File: src/rtl/sigmoid_pe_pkg.sv
// Shared types and constants for the sigmoid neuron processing element.
//   pe_state_t  : control FSM states
//   act_mode_t  : activation select (sigmoid LUT / clamped ReLU)
//   sig_thresh  : ascending pre-activation thresholds of the sigmoid staircase;
//                 sigmoid output = number of thresholds <= pre
package sigmoid_pe_pkg;

    typedef enum logic [2:0] {
        IDLE     = 3'd0,
        ACCUM    = 3'd1,
        DRAIN    = 3'd2,
        ACTIVATE = 3'd3,
        DONE     = 3'd4
    } pe_state_t;

    typedef enum logic {
        ACT_SIGMOID = 1'b0,
        ACT_RELU    = 1'b1
    } act_mode_t;

    localparam int SIG_NUM_T = 8;

    // Output steps up by one each time pre reaches one of these values:
    // <-5:0, -5..-3:1, -2:2, -1:3, 0:4, 1:5, 2:6, 3..5:7, >5:8
    function automatic int sig_thresh(input int idx);
        case (idx)
            0:       return -5;
            1:       return -2;
            2:       return -1;
            3:       return 0;
            4:       return 1;
            5:       return 2;
            6:       return 3;
            default: return 6;
        endcase
    endfunction

endpackage

File: src/rtl/sigmoid_pe_activation.sv
// Combinational activation stage.
//   pre      : signed pre-activation value
//   act_mode : ACT_SIGMOID -> 0..8 staircase, ACT_RELU -> clamp(pre, 0, 2^OUT_W-1)
//   out_data : activation result (registered by the parent)
module sigmoid_pe_activation
    import sigmoid_pe_pkg::*;
#(
    parameter int PRE_W = 16,
    parameter int OUT_W = 4
) (
    input  logic signed [PRE_W-1:0] pre,
    input  act_mode_t               act_mode,
    output logic        [OUT_W-1:0] out_data
);

    localparam int RELU_MAX = (1 << OUT_W) - 1;

    logic [3:0]       sig_cnt;
    logic [OUT_W-1:0] relu_val;

    always_comb begin
        sig_cnt = '0;
        for (int i = 0; i < SIG_NUM_T; i++) begin
            if (int'(pre) >= sig_thresh(i)) sig_cnt = sig_cnt + 4'd1;
        end
    end

    always_comb begin
        if (int'(pre) <= 0)             relu_val = '0;
        else if (int'(pre) > RELU_MAX)  relu_val = OUT_W'(RELU_MAX);
        else                            relu_val = pre[OUT_W-1:0];
    end

    assign out_data = (act_mode == ACT_RELU) ? relu_val : OUT_W'(sig_cnt);

endmodule

File: src/rtl/sigmoid_neuron_pe.sv
// Neuron PE: LANES signed-weight x unsigned-input products per beat, summed and
// accumulated (saturating) over num_beats beats, then sigmoid or ReLU.
//   clk/n_rst            : clock, async active-low reset
//   start, num_beats,
//   act_mode, bias       : neuron setup, sampled in IDLE only
//   in_valid/in_ready    : beat handshake, weights/inputs packed lane 0 in LSBs
//   out_valid/out_ready  : result handshake, out_data/overflow held in DONE
//   busy, accum_out      : status / debug
module sigmoid_neuron_pe
    import sigmoid_pe_pkg::*;
#(
    parameter int LANES    = 4,
    parameter int WEIGHT_W = 4,
    parameter int INPUT_W  = 4,
    parameter int ACC_W    = 16,
    parameter int BIAS_W   = 4,
    parameter int OUT_W    = 4,
    parameter int BEAT_W   = 8
) (
    input  logic                        clk,
    input  logic                        n_rst,
    input  logic                        start,
    input  logic [BEAT_W-1:0]           num_beats,
    input  logic                        act_mode,
    input  logic [BIAS_W-1:0]           bias,
    input  logic                        in_valid,
    output logic                        in_ready,
    input  logic [LANES*WEIGHT_W-1:0]   weights,
    input  logic [LANES*INPUT_W-1:0]    inputs,
    output logic                        out_valid,
    input  logic                        out_ready,
    output logic [OUT_W-1:0]            out_data,
    output logic                        overflow,
    output logic                        busy,
    output logic [ACC_W-1:0]            accum_out
);

    localparam int PROD_W = WEIGHT_W + INPUT_W;
    localparam int SUM_W  = PROD_W + $clog2(LANES);
    localparam int STAGES = 3;  // product, lane sum, accumulate

    pe_state_t state_q, state_d;

    logic                     accept;
    logic [STAGES-1:0]        vld_q;
    logic [LANES-1:0][PROD_W-1:0] lane_p, prod_q;
    logic [SUM_W-1:0]         sum_d, sum_q;
    logic signed [ACC_W-1:0]  acc_q;
    logic [ACC_W:0]           acc_wide;
    logic signed [ACC_W-1:0]  acc_sat;
    logic                     sat;
    logic [BEAT_W-1:0]        nb_q, beat_cnt_q;
    act_mode_t                mode_q;
    logic [BIAS_W-1:0]        bias_q;
    logic                     ovf_q;
    logic [OUT_W-1:0]         out_data_q, act_out;
    logic signed [ACC_W-1:0]  bias_ext, pre;
    logic                     last_beat;

    assign accept    = in_valid && in_ready;
    assign last_beat = (beat_cnt_q == nb_q - BEAT_W'(1));

    // Per-lane product; operands widened to PROD_W so the truncated product is exact.
    for (genvar g = 0; g < LANES; g++) begin : g_lane
        logic signed [PROD_W-1:0] w_ext, x_ext;
        assign w_ext = {{INPUT_W{weights[g*WEIGHT_W+WEIGHT_W-1]}}, weights[g*WEIGHT_W +: WEIGHT_W]};
        assign x_ext = {{WEIGHT_W{1'b0}}, inputs[g*INPUT_W +: INPUT_W]};
        assign lane_p[g] = w_ext * x_ext;
    end

    always_comb begin
        sum_d = '0;
        for (int i = 0; i < LANES; i++)
            sum_d = sum_d + {{(SUM_W-PROD_W){prod_q[i][PROD_W-1]}}, prod_q[i]};
    end

    // One extra bit of headroom: differing top two bits mean the add left the ACC_W range.
    always_comb begin
        acc_wide = {acc_q[ACC_W-1], acc_q} + {{(ACC_W+1-SUM_W){sum_q[SUM_W-1]}}, sum_q};
        sat      = acc_wide[ACC_W] ^ acc_wide[ACC_W-1];
        if (!sat)                acc_sat = acc_wide[ACC_W-1:0];
        else if (acc_wide[ACC_W]) acc_sat = {1'b1, {(ACC_W-1){1'b0}}};
        else                     acc_sat = {1'b0, {(ACC_W-1){1'b1}}};
    end

    assign bias_ext = {{(ACC_W-BIAS_W){bias_q[BIAS_W-1]}}, bias_q};
    assign pre      = (bias_ext <<< 1) + (acc_q >>> 2);

    sigmoid_pe_activation #(.PRE_W(ACC_W), .OUT_W(OUT_W)) u_act (
        .pre      (pre),
        .act_mode (mode_q),
        .out_data (act_out)
    );

    // FSM: state register
    always_ff @(posedge clk or negedge n_rst) begin
        if (!n_rst) state_q <= IDLE;
        else        state_q <= state_d;
    end

    // FSM: next state
    always_comb begin
        state_d = state_q;
        case (state_q)
            IDLE:     if (start) state_d = (num_beats == '0) ? DRAIN : ACCUM;
            ACCUM:    if (accept && last_beat) state_d = DRAIN;
            DRAIN:    if (vld_q == '0) state_d = ACTIVATE;
            ACTIVATE: state_d = DONE;
            DONE:     if (out_ready) state_d = IDLE;
            default:  state_d = IDLE;
        endcase
    end

    // FSM: outputs
    always_comb begin
        in_ready  = 1'b0;
        out_valid = 1'b0;
        busy      = 1'b1;
        case (state_q)
            IDLE:    busy      = 1'b0;
            ACCUM:   in_ready  = 1'b1;
            DONE:    out_valid = 1'b1;
            default: ;
        endcase
    end

    // Datapath. vld_q[2] marks the cycle after the accumulator update so DRAIN
    // also waits for the final add to land before ACTIVATE reads acc_q.
    always_ff @(posedge clk or negedge n_rst) begin
        if (!n_rst) begin
            vld_q      <= '0;
            prod_q     <= '0;
            sum_q      <= '0;
            acc_q      <= '0;
            ovf_q      <= 1'b0;
            nb_q       <= '0;
            beat_cnt_q <= '0;
            mode_q     <= ACT_SIGMOID;
            bias_q     <= '0;
            out_data_q <= '0;
        end else begin
            vld_q  <= {vld_q[STAGES-2:0], accept};
            prod_q <= lane_p;
            sum_q  <= sum_d;
            if (state_q == IDLE && start) begin
                nb_q       <= num_beats;
                mode_q     <= act_mode_t'(act_mode);
                bias_q     <= bias;
                acc_q      <= '0;
                ovf_q      <= 1'b0;
                beat_cnt_q <= '0;
            end else begin
                if (accept) beat_cnt_q <= beat_cnt_q + BEAT_W'(1);
                if (vld_q[1]) begin
                    acc_q <= acc_sat;
                    if (sat) ovf_q <= 1'b1;
                end
            end
            if (state_q == ACTIVATE) out_data_q <= act_out;
        end
    end

    assign out_data  = out_data_q;
    assign overflow  = ovf_q;
    assign accum_out = acc_q;

endmodule

File: config.mk
export PLATFORM = sky130hd
export DESIGN_NAME = sigmoid_neuron_pe
export DESIGN_NICKNAME = d
export VERILOG_FILES = /design/src/rtl/sigmoid_pe_pkg.sv /design/src/rtl/sigmoid_pe_activation.sv /design/src/rtl/sigmoid_neuron_pe.sv
export SDC_FILE = /design/constraint.sdc
export NUM_CORES = 1
export LEC_CHECK = 0
export BUFFER_PORTS_ARGS = -buffer_cell sky130_fd_sc_hd__buf_2
export CELL_PAD_IN_SITES_DETAIL_PLACEMENT = 1
export CELL_PAD_IN_SITES_GLOBAL_PLACEMENT = 1
export CORE_ASPECT_RATIO = 1.1
export CORE_UTILIZATION = 51
export CTS_CLUSTER_DIAMETER = 120
export DETAILED_ROUTE_END_ITERATION = 8
export PLACE_DENSITY = 0.94
export SETUP_SLACK_MARGIN = 0.1
export SYNTH_ARGS = -nofsm -noshare
export SYNTH_HDL_FRONTEND = slang
export SYNTH_SLANG_ARGS = --single-unit
File: constraint.sdc
create_clock -name clk -period 10.8 [get_ports clk]
set_clock_uncertainty 0.1 [all_clocks]
set_input_delay 2.16 -clock clk [delete_from_list [all_inputs] [get_ports clk]]
set_output_delay 2.16 -clock clk [all_outputs]
set_load 0.01 [all_outputs]
==> impl_metrics.yaml, run 1 <==
drt:
  dr.pass1.iters: 5
  initial_drc_count: 309
  dr_total_vias: 6965
  avgRoutedWirePerCell_um: 21.3
  viasPerCell: 6.06
  drc: 0
  detail_route.wirelength_mm: 24.4
  route.antenna.remaining_nets: 0
worst_setup_path:
  critical_path.reg2reg.startpoint: "bias_q[3]"
  reg2regPathDepth: 26
  critical_path_peak_fanout: 11
  rr_endpoint: "out_data[3]"
  worst-endpoint-arrival_ns: 7.56
  critical_path.endpoint_type: "flop"
  cpMostUsedCell: "sky130_fd_sc_hd__ha_1"
  r2r_slack_ns: 3.43
  cp_data_required_time_ns: 10.99
  critical_path_source_type: "flop"
  path_class: "flop to flop"
  critPathSlowestCell: "sky130_fd_sc_hd__o31ai_1"
  critPathMaxStageDelay_ns: 0.62
min_path:
  hold_path.startpoint: "vld_q[0]"
  worstHoldPathType: "flop to flop"
  worst_hold_path.num_cells: 0
  whs_endpoint: "vld_q[1]"
cells_and_area:
  antenna-diode-count: 0
  drive_gt1_share_pct: 12.3
  total_number_of_nets_in_the_final_design: 1141
  area_growth_pct: 10.4
timing:
  timing.final.max_slew_violations: 0
  fin_tns_setup_ns: 0
  report.final.hold_viol_count: 0
  post-route-min-period_ns: 7.37
  max_slew.worst_pin.slew_ns: 0.811
  worst_slew_margin_rel_pct: 45.4
  fin_crit_sh_pct: 68.2
  max_freq_ghz: 0.136
  finalSetupViolations: 0
  rsz0062_at_grt: "no"
logic_synthesis:
  yosys.cell_types.count: 71
  synthDominantAreaCellType: "sky130_fd_sc_hd__dfrtp_1"
  ys_warn_count: 0
  synth_area_leaders: "sky130_fd_sc_hd__dfrtp_1, sky130_fd_sc_hd__ha_1, sky130_fd_sc_hd__fa_1"
  syn-mean-instance-area_um2: 9.42
  yosys.cell_count.top_type: "sky130_fd_sc_hd__ha_1"
  synth_top_flop_cell: "sky130_fd_sc_hd__dfrtp_1"
  ys_ff_latch: 90
  synth-edff-count: 0
  synth.top_cell.area_share_pct: 27.3
  synth.yosys.seq_area_share_pct: 27.3
  post_synth_most_frequent_cells: "sky130_fd_sc_hd__ha_1, sky130_fd_sc_hd__dfrtp_1, sky130_fd_sc_hd__inv_1"
  syn_nets: 1072
  syn-instance-count: 876
  mappedNetlistArea_um2: 8260
  async_s_r_ff_share_synth_pct: 100
clocking:
  h-tree-depth: 3
  postCtsSetupBuffers: 0
  number_of_gates_resized_after_cts: 0
  path_clk_slew_ns: 0.07
  clk_latency_worst_skew_pair_ns: 0.36
  ctsLongestPathBuffers: 2
  cts_inserted_buffers: 9
  clk_root_buffer_cell: "sky130_fd_sc_hd__clkbuf_16"
  numClockSinks: 90
  holdBufCountCts: 0
  tritoncts: "yes"
global_route:
  gr-usage-met2_pct: 56.1
  first_global_vias: 7674
  grt_most_used_layer: "met2"
  antenna_violations_before_repair: 0
  grt_remaining_overflow: 0
  grt_max_degree: 49
  grt_first_pass_wirelength_mm: 39.6
  grt.met3_usage_pct: 3.07
  grt_use_total_pct: 30.8
  grt_use_met1_pct: 35.9
placement:
  place.detailed.hpwl_mm: 17.6
  port_buffers: 73
  gp_congestion: 0.899
outcome:
  run_status: "finished clean"
die:
  core_um2: 15700
  design.portCount: 74
  die_width_um: 123
  effective_utilization_at_floorplan_pct: 52.5
  die_h_um: 135
  row_count: 48
  fp.dieArea_um2: 16700
job:
  max-cap-violations: 0
worst max-delay path, delay by kind of cell (launching register included):
| kind | cells | cell delay (ns) |
|---|---|---|
| AOI/OAI and AO/OA | 7 | 2.03 |
| xor gates and xnor gates | 3 | 0.64 |
| adders and majority gates | 4 | 1.40 |
| buffers and inverters | 3 | 0.39 |
| DFF | 1 | 0.59 |
| muxes | 2 | 0.55 |
| and+or+nand+nor | 7 | 1.61 |
state kept, by name (all words and copies together) (netlist names):
register / cells
vld_q: 3
state_q: 3
sum_q: 10
mode_q: 1
nb_q: 8
overflow: 1
accum_out: 16
beat_cnt_q: 8
prod_q: 32
bias_q: 4
out_data: 4
cells in the final DEF, fill, tap and decap left out, drive strengths merged, types with 5 or more instances in the layout:
cell type / n
dfrtp: 90
nand2: 58
a211oi: 19
nand3: 18
inv: 82
nor4: 8
ha: 107
mux2: 12
xor2: 17
nand4: 8
o211ai: 9
nand2b: 14
nor2b: 8
and3: 9
a21o: 16
mux2i: 7
a21oi: 45
and2: 36
or3: 9
o21bai: 8
o21ai: 25
a31oi: 6
nor2: 67
clkbuf: 12
nand3b: 5
fa: 39
xnor2: 59
nor3: 12
buf: 79
cells by family after synthesis:
family	share of synthesized area (%)
compound gates	14.4
xor+xnor	8.15
fa+ha+maj	25.9
buf+inv	4.90
flops	27.3
mux	2.49
simple gates	16.9
worst max path at each step:
| stage | startpoint | endpoint | cells after the start |
|---|---|---|---|
| after global placement | bias_q[3] | out_data[3] | 26 |
| after CTS | bias_q[3] | out_data[3] | 26 |
| after floorplan | bias_q[3] | out_data[3] | 28 |
| after global routing | bias_q[3] | out_data[3] | 26 |
| after detailed placement | bias_q[3] | out_data[3] | 26 |
| final | bias_q[3] | out_data[3] | 26 |
per-layer routing:
| metal | up-vias | wire (um) |
|---|---|---|
| met5 | - | 0 |
| met4 | 0 | 1110 |
| met3 | 78 | 672 |
| met2 | 171 | 12800 |
| met1 | 3529 | 9790 |
| li1 | 3187 | - |
area by class of cell:
cell class | instances | area, um^2
Tap cell | 200 | 250
Multi-Input combinational cell | 683 | 5600
Sequential cell | 90 | 2250
Fill cell | 1806 | 6620
Timing Repair Buffer | 79 | 413
Clock inverter | 3 | 40.0
Inverter | 82 | 308
Clock buffer | 12 | 246
metrics by stage:
step | worst slack, ns | utilization, % | instance area [um^2] | hold WS [ns] | cells
after floorplan | 4.41 | - | 8260 | 0.250 | 876
after global placement | 4.01 | 56.1 | 8820 | 0.265 | 1134
after detailed placement | 3.63 | 56.1 | 8820 | 0.266 | 1134
after CTS | 3.55 | 57.9 | 9110 | 0.275 | 1149
after global routing | 3.00 | 57.9 | 9110 | 0.292 | 1149
final | 3.43 | 57.9 | 9110 | 0.275 | 1149
Power of run 1 is left out: the tool's default activity adds up to more than one toggle a clock period on the data nets, which glitch-free logic cannot reach.
==> run 2, diff against run 1 <==
- CORE_UTILIZATION: 51 -> 48
- PLACE_DENSITY: 0.94 -> 0.89
- clock period: 10.8 -> 7 ns (I/O delays scaled with it)
==> run 2 against run 1 <==
  * Flip-flop and latch count is the same
  * Worst setup slack worse by 2.9 ns
  * Die area grew 6.2%
  * Clock-buffer cell count down 3
  * Non-clock buffer count increased by 4
  * Global-route usage down 3.9 points
  * Critical path depth is 1 higher
  * Cell area rose by 1.5%
  * Sequential share of layout area shrank 0.34 points
  * Register-to-register slack got worse by 2.9 ns
  * Worst hold slack better by 0.022 ns
==> impl_metrics.yaml, run 2 (synthesis results as in run 1) <==
timing:
  rsz0062_at_grt: "no"
  post-route-min-period_ns: 6.46
  fin_crit_sh_pct: 92.2
  max_slew.worst_pin.slew_ns: 0.942
  timing.final.max_slew_violations: 0
  finalSetupViolations: 0
  report.final.hold_viol_count: 0
  max_freq_ghz: 0.155
  worst_slew_margin_rel_pct: 36.6
  fin_tns_setup_ns: 0
clocking:
  cts_inserted_buffers: 9
  clk_latency_worst_skew_pair_ns: 0.37
  tritoncts: "yes"
  clk_root_buffer_cell: "sky130_fd_sc_hd__clkbuf_16"
  numClockSinks: 90
  ctsLongestPathBuffers: 2
  path_clk_slew_ns: 0.07
  holdBufCountCts: 0
  h-tree-depth: 3
job:
  max-cap-violations: 0
die:
  row_count: 49
  core_um2: 16600
  design.portCount: 74
  fp.dieArea_um2: 17700
  effective_utilization_at_floorplan_pct: 49.7
  die_h_um: 140
  die_width_um: 127
worst_setup_path:
  worst-endpoint-arrival_ns: 6.66
  cp_data_required_time_ns: 7.21
  r2r_slack_ns: 0.54
  critical_path.endpoint_type: "flop"
  critical_path_peak_fanout: 11
  path_class: "flop to flop"
  critical_path_source_type: "flop"
cells_and_area:
  drive_gt1_share_pct: 13.5
  most-common-layout-cells: "sky130_fd_sc_hd__ha_1, sky130_fd_sc_hd__dfrtp_1, sky130_fd_sc_hd__inv_1"
  final_core_util_pct: 55.6
  antenna-diode-count: 0
  area_growth_pct: 12.0
  total_number_of_nets_in_the_final_design: 1145
  mostFrequentLayoutCell: "sky130_fd_sc_hd__ha_1"
  multiInputGateArea_um2: 5650
  largest_register_ffs: 32
  top_register: "prod_q"
  sequential_cell_area_um2: 2250
  fillerInstances: 1933
placement:
  place.detailed.hpwl_mm: 17.6
  port_buffers: 73
  gp_congestion: 0.858
global_route:
  grt_first_pass_wirelength_mm: 37.5
  antenna_violations_before_repair: 0
  first_global_vias: 7422
  grt_remaining_overflow: 0
  grt_max_degree: 69
  grt_use_total_pct: 26.9
drt:
  route.antenna.remaining_nets: 0
  avgRoutedWirePerCell_um: 19.1
  detail_route.wirelength_mm: 22.6
  dr_total_vias: 6743
  dr.pass1.iters: 4
  drc: 0
  viasPerCell: 5.70
  initial_drc_count: 281
outcome:
  run_status: "finished clean"
min_path:
  worstHoldPathType: "flop to flop"
## run 2: cell types whose count changed in the layout (fill, tap and decap cells not counted), moves of 2 or more
cell	before	now
sky130_fd_sc_hd__buf_4	7	11
sky130_fd_sc_hd__inv_6	0	4
sky130_fd_sc_hd__clkbuf_1	2	0
sky130_fd_sc_hd__ha_1	107	105
## run 2: layer usage
layer	wire (um)	track usage, %
met2	12400	51.2
met5	0	0
met3	407	2.61
met1	9250	30.8
met4	607	10.1
## run 2: area by class of cell
class                           count  share of cell area (%)
Clock buffer                        9                    2.44
Multi-Input combinational cell    683                    61.1
Inverter                           82                    3.33
Tap cell                          229                    3.10
Timing Repair Buffer               83                    4.79
Sequential cell                    90                    24.4
Clock inverter                      7                   0.880
## run 2: what timing repair did
action	CTS	global route
endpoints found under the setup margin	0	3
gates resized for setup	0	8
setup buffers	0	1
## run 2: per-stage QoR
stage               worst slack (ns)  instance area [um^2]  hold WS, ns  std cells
floorplan                      0.610                  8260        0.250        876
global placement               0.542                  8890        0.263       1166
detailed placement             0.344                  8890        0.268       1166
CTS                            0.293                  9200        0.300       1182
global route                  0.0746                  9240        0.322       1183
finish                         0.544                  9240        0.297       1183
## run 2: path summary, 6_finish.rpt
| check | from | to | depth (start not counted) |
|---|---|---|---|
| min in group asynchronous | n_rst | vld_q[2] | 1 |
| worst max register to register | bias_q[3] | out_data[3] | 27 |
| max in group asynchronous | n_rst | bias_q[3] | 2 |
| worst min-delay path | vld_q[0] | vld_q[1] | 0 |
| worst max-delay path | bias_q[3] | out_data[3] | 27 |
| worst min register to register | vld_q[0] | vld_q[1] | 0 |
## run 2: worst max-delay path, stage by stage, from the launching register on
cell and delay, ns:
sky130_fd_sc_hd__dfrtp_2 0.50, sky130_fd_sc_hd__ha_1 0.39, sky130_fd_sc_hd__a21o_1 0.29, sky130_fd_sc_hd__a22oi_1 0.25, sky130_fd_sc_hd__mux2_2 0.39, sky130_fd_sc_hd__a2111oi_2 0.33
sky130_fd_sc_hd__nand4b_1 0.17, sky130_fd_sc_hd__buf_4 0.19, sky130_fd_sc_hd__nor2_1 0.10, sky130_fd_sc_hd__a21oi_1 0.13, sky130_fd_sc_hd__ha_4 0.39, sky130_fd_sc_hd__inv_1 0.15
sky130_fd_sc_hd__xnor2_1 0.16, sky130_fd_sc_hd__ha_1 0.31, sky130_fd_sc_hd__nand2_1 0.07, sky130_fd_sc_hd__o31a_1 0.18, sky130_fd_sc_hd__o21ai_0 0.13, sky130_fd_sc_hd__nand2_1 0.09
sky130_fd_sc_hd__xor2_1 0.17, sky130_fd_sc_hd__mux2i_1 0.17, sky130_fd_sc_hd__ha_1 0.21, sky130_fd_sc_hd__inv_1 0.05, sky130_fd_sc_hd__or3_1 0.34, sky130_fd_sc_hd__a21oi_1 0.18
sky130_fd_sc_hd__xor2_1 0.22, sky130_fd_sc_hd__nand4_1 0.15, sky130_fd_sc_hd__or4b_1 0.50, sky130_fd_sc_hd__nand3_1 0.09
Power of run 2 is left out for the same reason.
==> run 3, diff against run 2 <==
- PLACE_DENSITY: 0.89 -> 0.92
==> run 3 against run 2 <==
  * Utilization up 0.31 points
  * Worst setup slack worse by 0.080 ns
  * Flip-flop and latch count unchanged
  * Sequential share of layout area down 0.13 points
  * First-iteration DRC count up 1.1%
  * Register-to-register slack worse by 0.08 ns
  * Global-route usage up 1.1 points
  * Worst hold slack worse by 0.0081 ns
  * Non-clock buffer count up 2
  * Routed wire length up 4.6%
  * Critical endpoint unchanged
  * Highest routed layer unchanged
==> impl_metrics.yaml, run 3 (synthesis results as in run 1) <==
outcome:
  run_status: "finished clean"
timing:
  post-route-min-period_ns: 6.54
  final_hold_slack_ns: 0.289
  fin_tns_setup_ns: 0
  fin_crit_sh_pct: 93.4
  max_slew.worst_pin.slew_ns: 1.10
  rsz0062_at_grt: "no"
  report.final.hold_viol_count: 0
  worst_slew_margin_rel_pct: 26.8
  finalSetupViolations: 0
  max_freq_ghz: 0.153
  timing.final.max_slew_violations: 0
clocking:
  cts_inserted_buffers: 9
  ctsLongestPathBuffers: 2
  tritoncts: "yes"
  clk_root_buffer_cell: "sky130_fd_sc_hd__clkbuf_16"
  clk_latency_worst_skew_pair_ns: 0.36
  numClockSinks: 90
  h-tree-depth: 3
  path_clk_slew_ns: 0.07
  holdBufCountCts: 0
drt:
  route.antenna.remaining_nets: 0
  initial_drc_count: 284
  dr_total_vias: 6915
  avgRoutedWirePerCell_um: 20.0
  dr.pass1.iters: 4
  drc: 0
  detail_route.wirelength_mm: 23.7
  viasPerCell: 5.84
placement:
  post_dp_cell_area_um2: 8890
  port_buffers: 73
  gp_congestion: 0.877
  place.detailed.hpwl_mm: 17.7
cells_and_area:
  sequential_cell_area_um2: 2250
  top_register: "prod_q"
  layout.cell_area.non_filler_um2: 9300
  area_growth_pct: 12.6
  mostFrequentLayoutCell: "sky130_fd_sc_hd__ha_1"
  antenna-diode-count: 0
  most-common-layout-cells: "sky130_fd_sc_hd__ha_1, sky130_fd_sc_hd__dfrtp_1, sky130_fd_sc_hd__inv_1"
  multiInputGateArea_um2: 5640
  fillerInstances: 1933
  largest_register_ffs: 32
  drive_gt1_share_pct: 14.1
  total_number_of_nets_in_the_final_design: 1147
die:
  core_um2: 16600
  row_count: 49
  effective_utilization_at_floorplan_pct: 49.7
  die_width_um: 127
  die_h_um: 140
  fp.dieArea_um2: 17700
  design.portCount: 74
global_route:
  grt_remaining_overflow: 0
  first_global_vias: 7759
  grt_max_degree: 84
  grt_first_pass_wirelength_mm: 38.8
  grt_use_total_pct: 28.0
  antenna_violations_before_repair: 0
worst_setup_path:
  critPathMaxStageDelay_ns: 0.49
  worst-endpoint-arrival_ns: 6.74
  path_class: "flop to flop"
  critPathSlowestCell: "sky130_fd_sc_hd__or4b_1"
  cpMostUsedCell: "sky130_fd_sc_hd__inv_1"
  cp_data_required_time_ns: 7.20
  critical_path_peak_fanout: 9
  crit_family: "compound AO/OA/AOI/OAI gates"
  critical_path.n_buffers_inverters: 4
  critical_path.endpoint_type: "flop"
  critical_path_source_type: "flop"
job:
  max-cap-violations: 0
min_path:
  worstHoldPathType: "flop to flop"
-- run 3: cell count changes in the layout (fill, tap and decap cells not counted), moves of 2 or more --
cell                        change
sky130_fd_sc_hd__a21oi_2        +2
sky130_fd_sc_hd__ha_2           +3
sky130_fd_sc_hd__ha_1           -2
sky130_fd_sc_hd__bufinv_16      +2
sky130_fd_sc_hd__a21oi_1        -2
sky130_fd_sc_hd__inv_6          -4
sky130_fd_sc_hd__clkinv_4       +2
-- run 3: path summary, 6_finish.rpt --
path	start	endpoint	slack (ns)	depth (start not counted)
worst max-delay path	bias_q[3]	out_data[3]	0.46	27
worst min-delay path	vld_q[0]	vld_q[1]	0.29	0
worst max register to register	bias_q[3]	out_data[3]	0.46	27
worst min register to register	vld_q[0]	vld_q[1]	0.29	0
max in group asynchronous	n_rst	bias_q[3]	4.70	2
min in group asynchronous	n_rst	state_q[1]	0.74	1
-- run 3: area by class of cell --
| class | count | area share (%) |
|---|---|---|
| timing repair buffer | 85 | 4.90 |
| inverter | 82 | 3.31 |
| clock buffer | 9 | 2.42 |
| clock inverter | 7 | 1.39 |
| multi-input combinational | 683 | 60.7 |
| tap | 229 | 3.08 |
| sequential | 90 | 24.2 |
-- run 3: through the flow --
| step | cells | util (%) | setup slack, ns |
|---|---|---|---|
| CTS | 1182 | 55.6 | 0.184 |
| global placement | 1166 | 53.5 | 0.504 |
| detailed placement | 1166 | 53.5 | 0.260 |
| finish | 1185 | 55.9 | 0.465 |
| global route | 1185 | 55.9 | 0.111 |
| floorplan | 876 | - | 0.610 |
-- run 3: per-layer routing --
layer  vias to the layer above  GRT usage [%]  share of wire [%]
met3                        68           3.54                2.9
met2                       138           52.8                 54
met5                         -              0                  0
li1                       3199              -                  -
met1                      3510           30.3                 38
met4                         0           14.5                4.7
-- run 3: what timing repair did --
action,CTS,global route
buffers inserted,0,3
resized for setup,0,11
setup endpoints to repair,0,3
Power of run 3 is left out for the same reason.
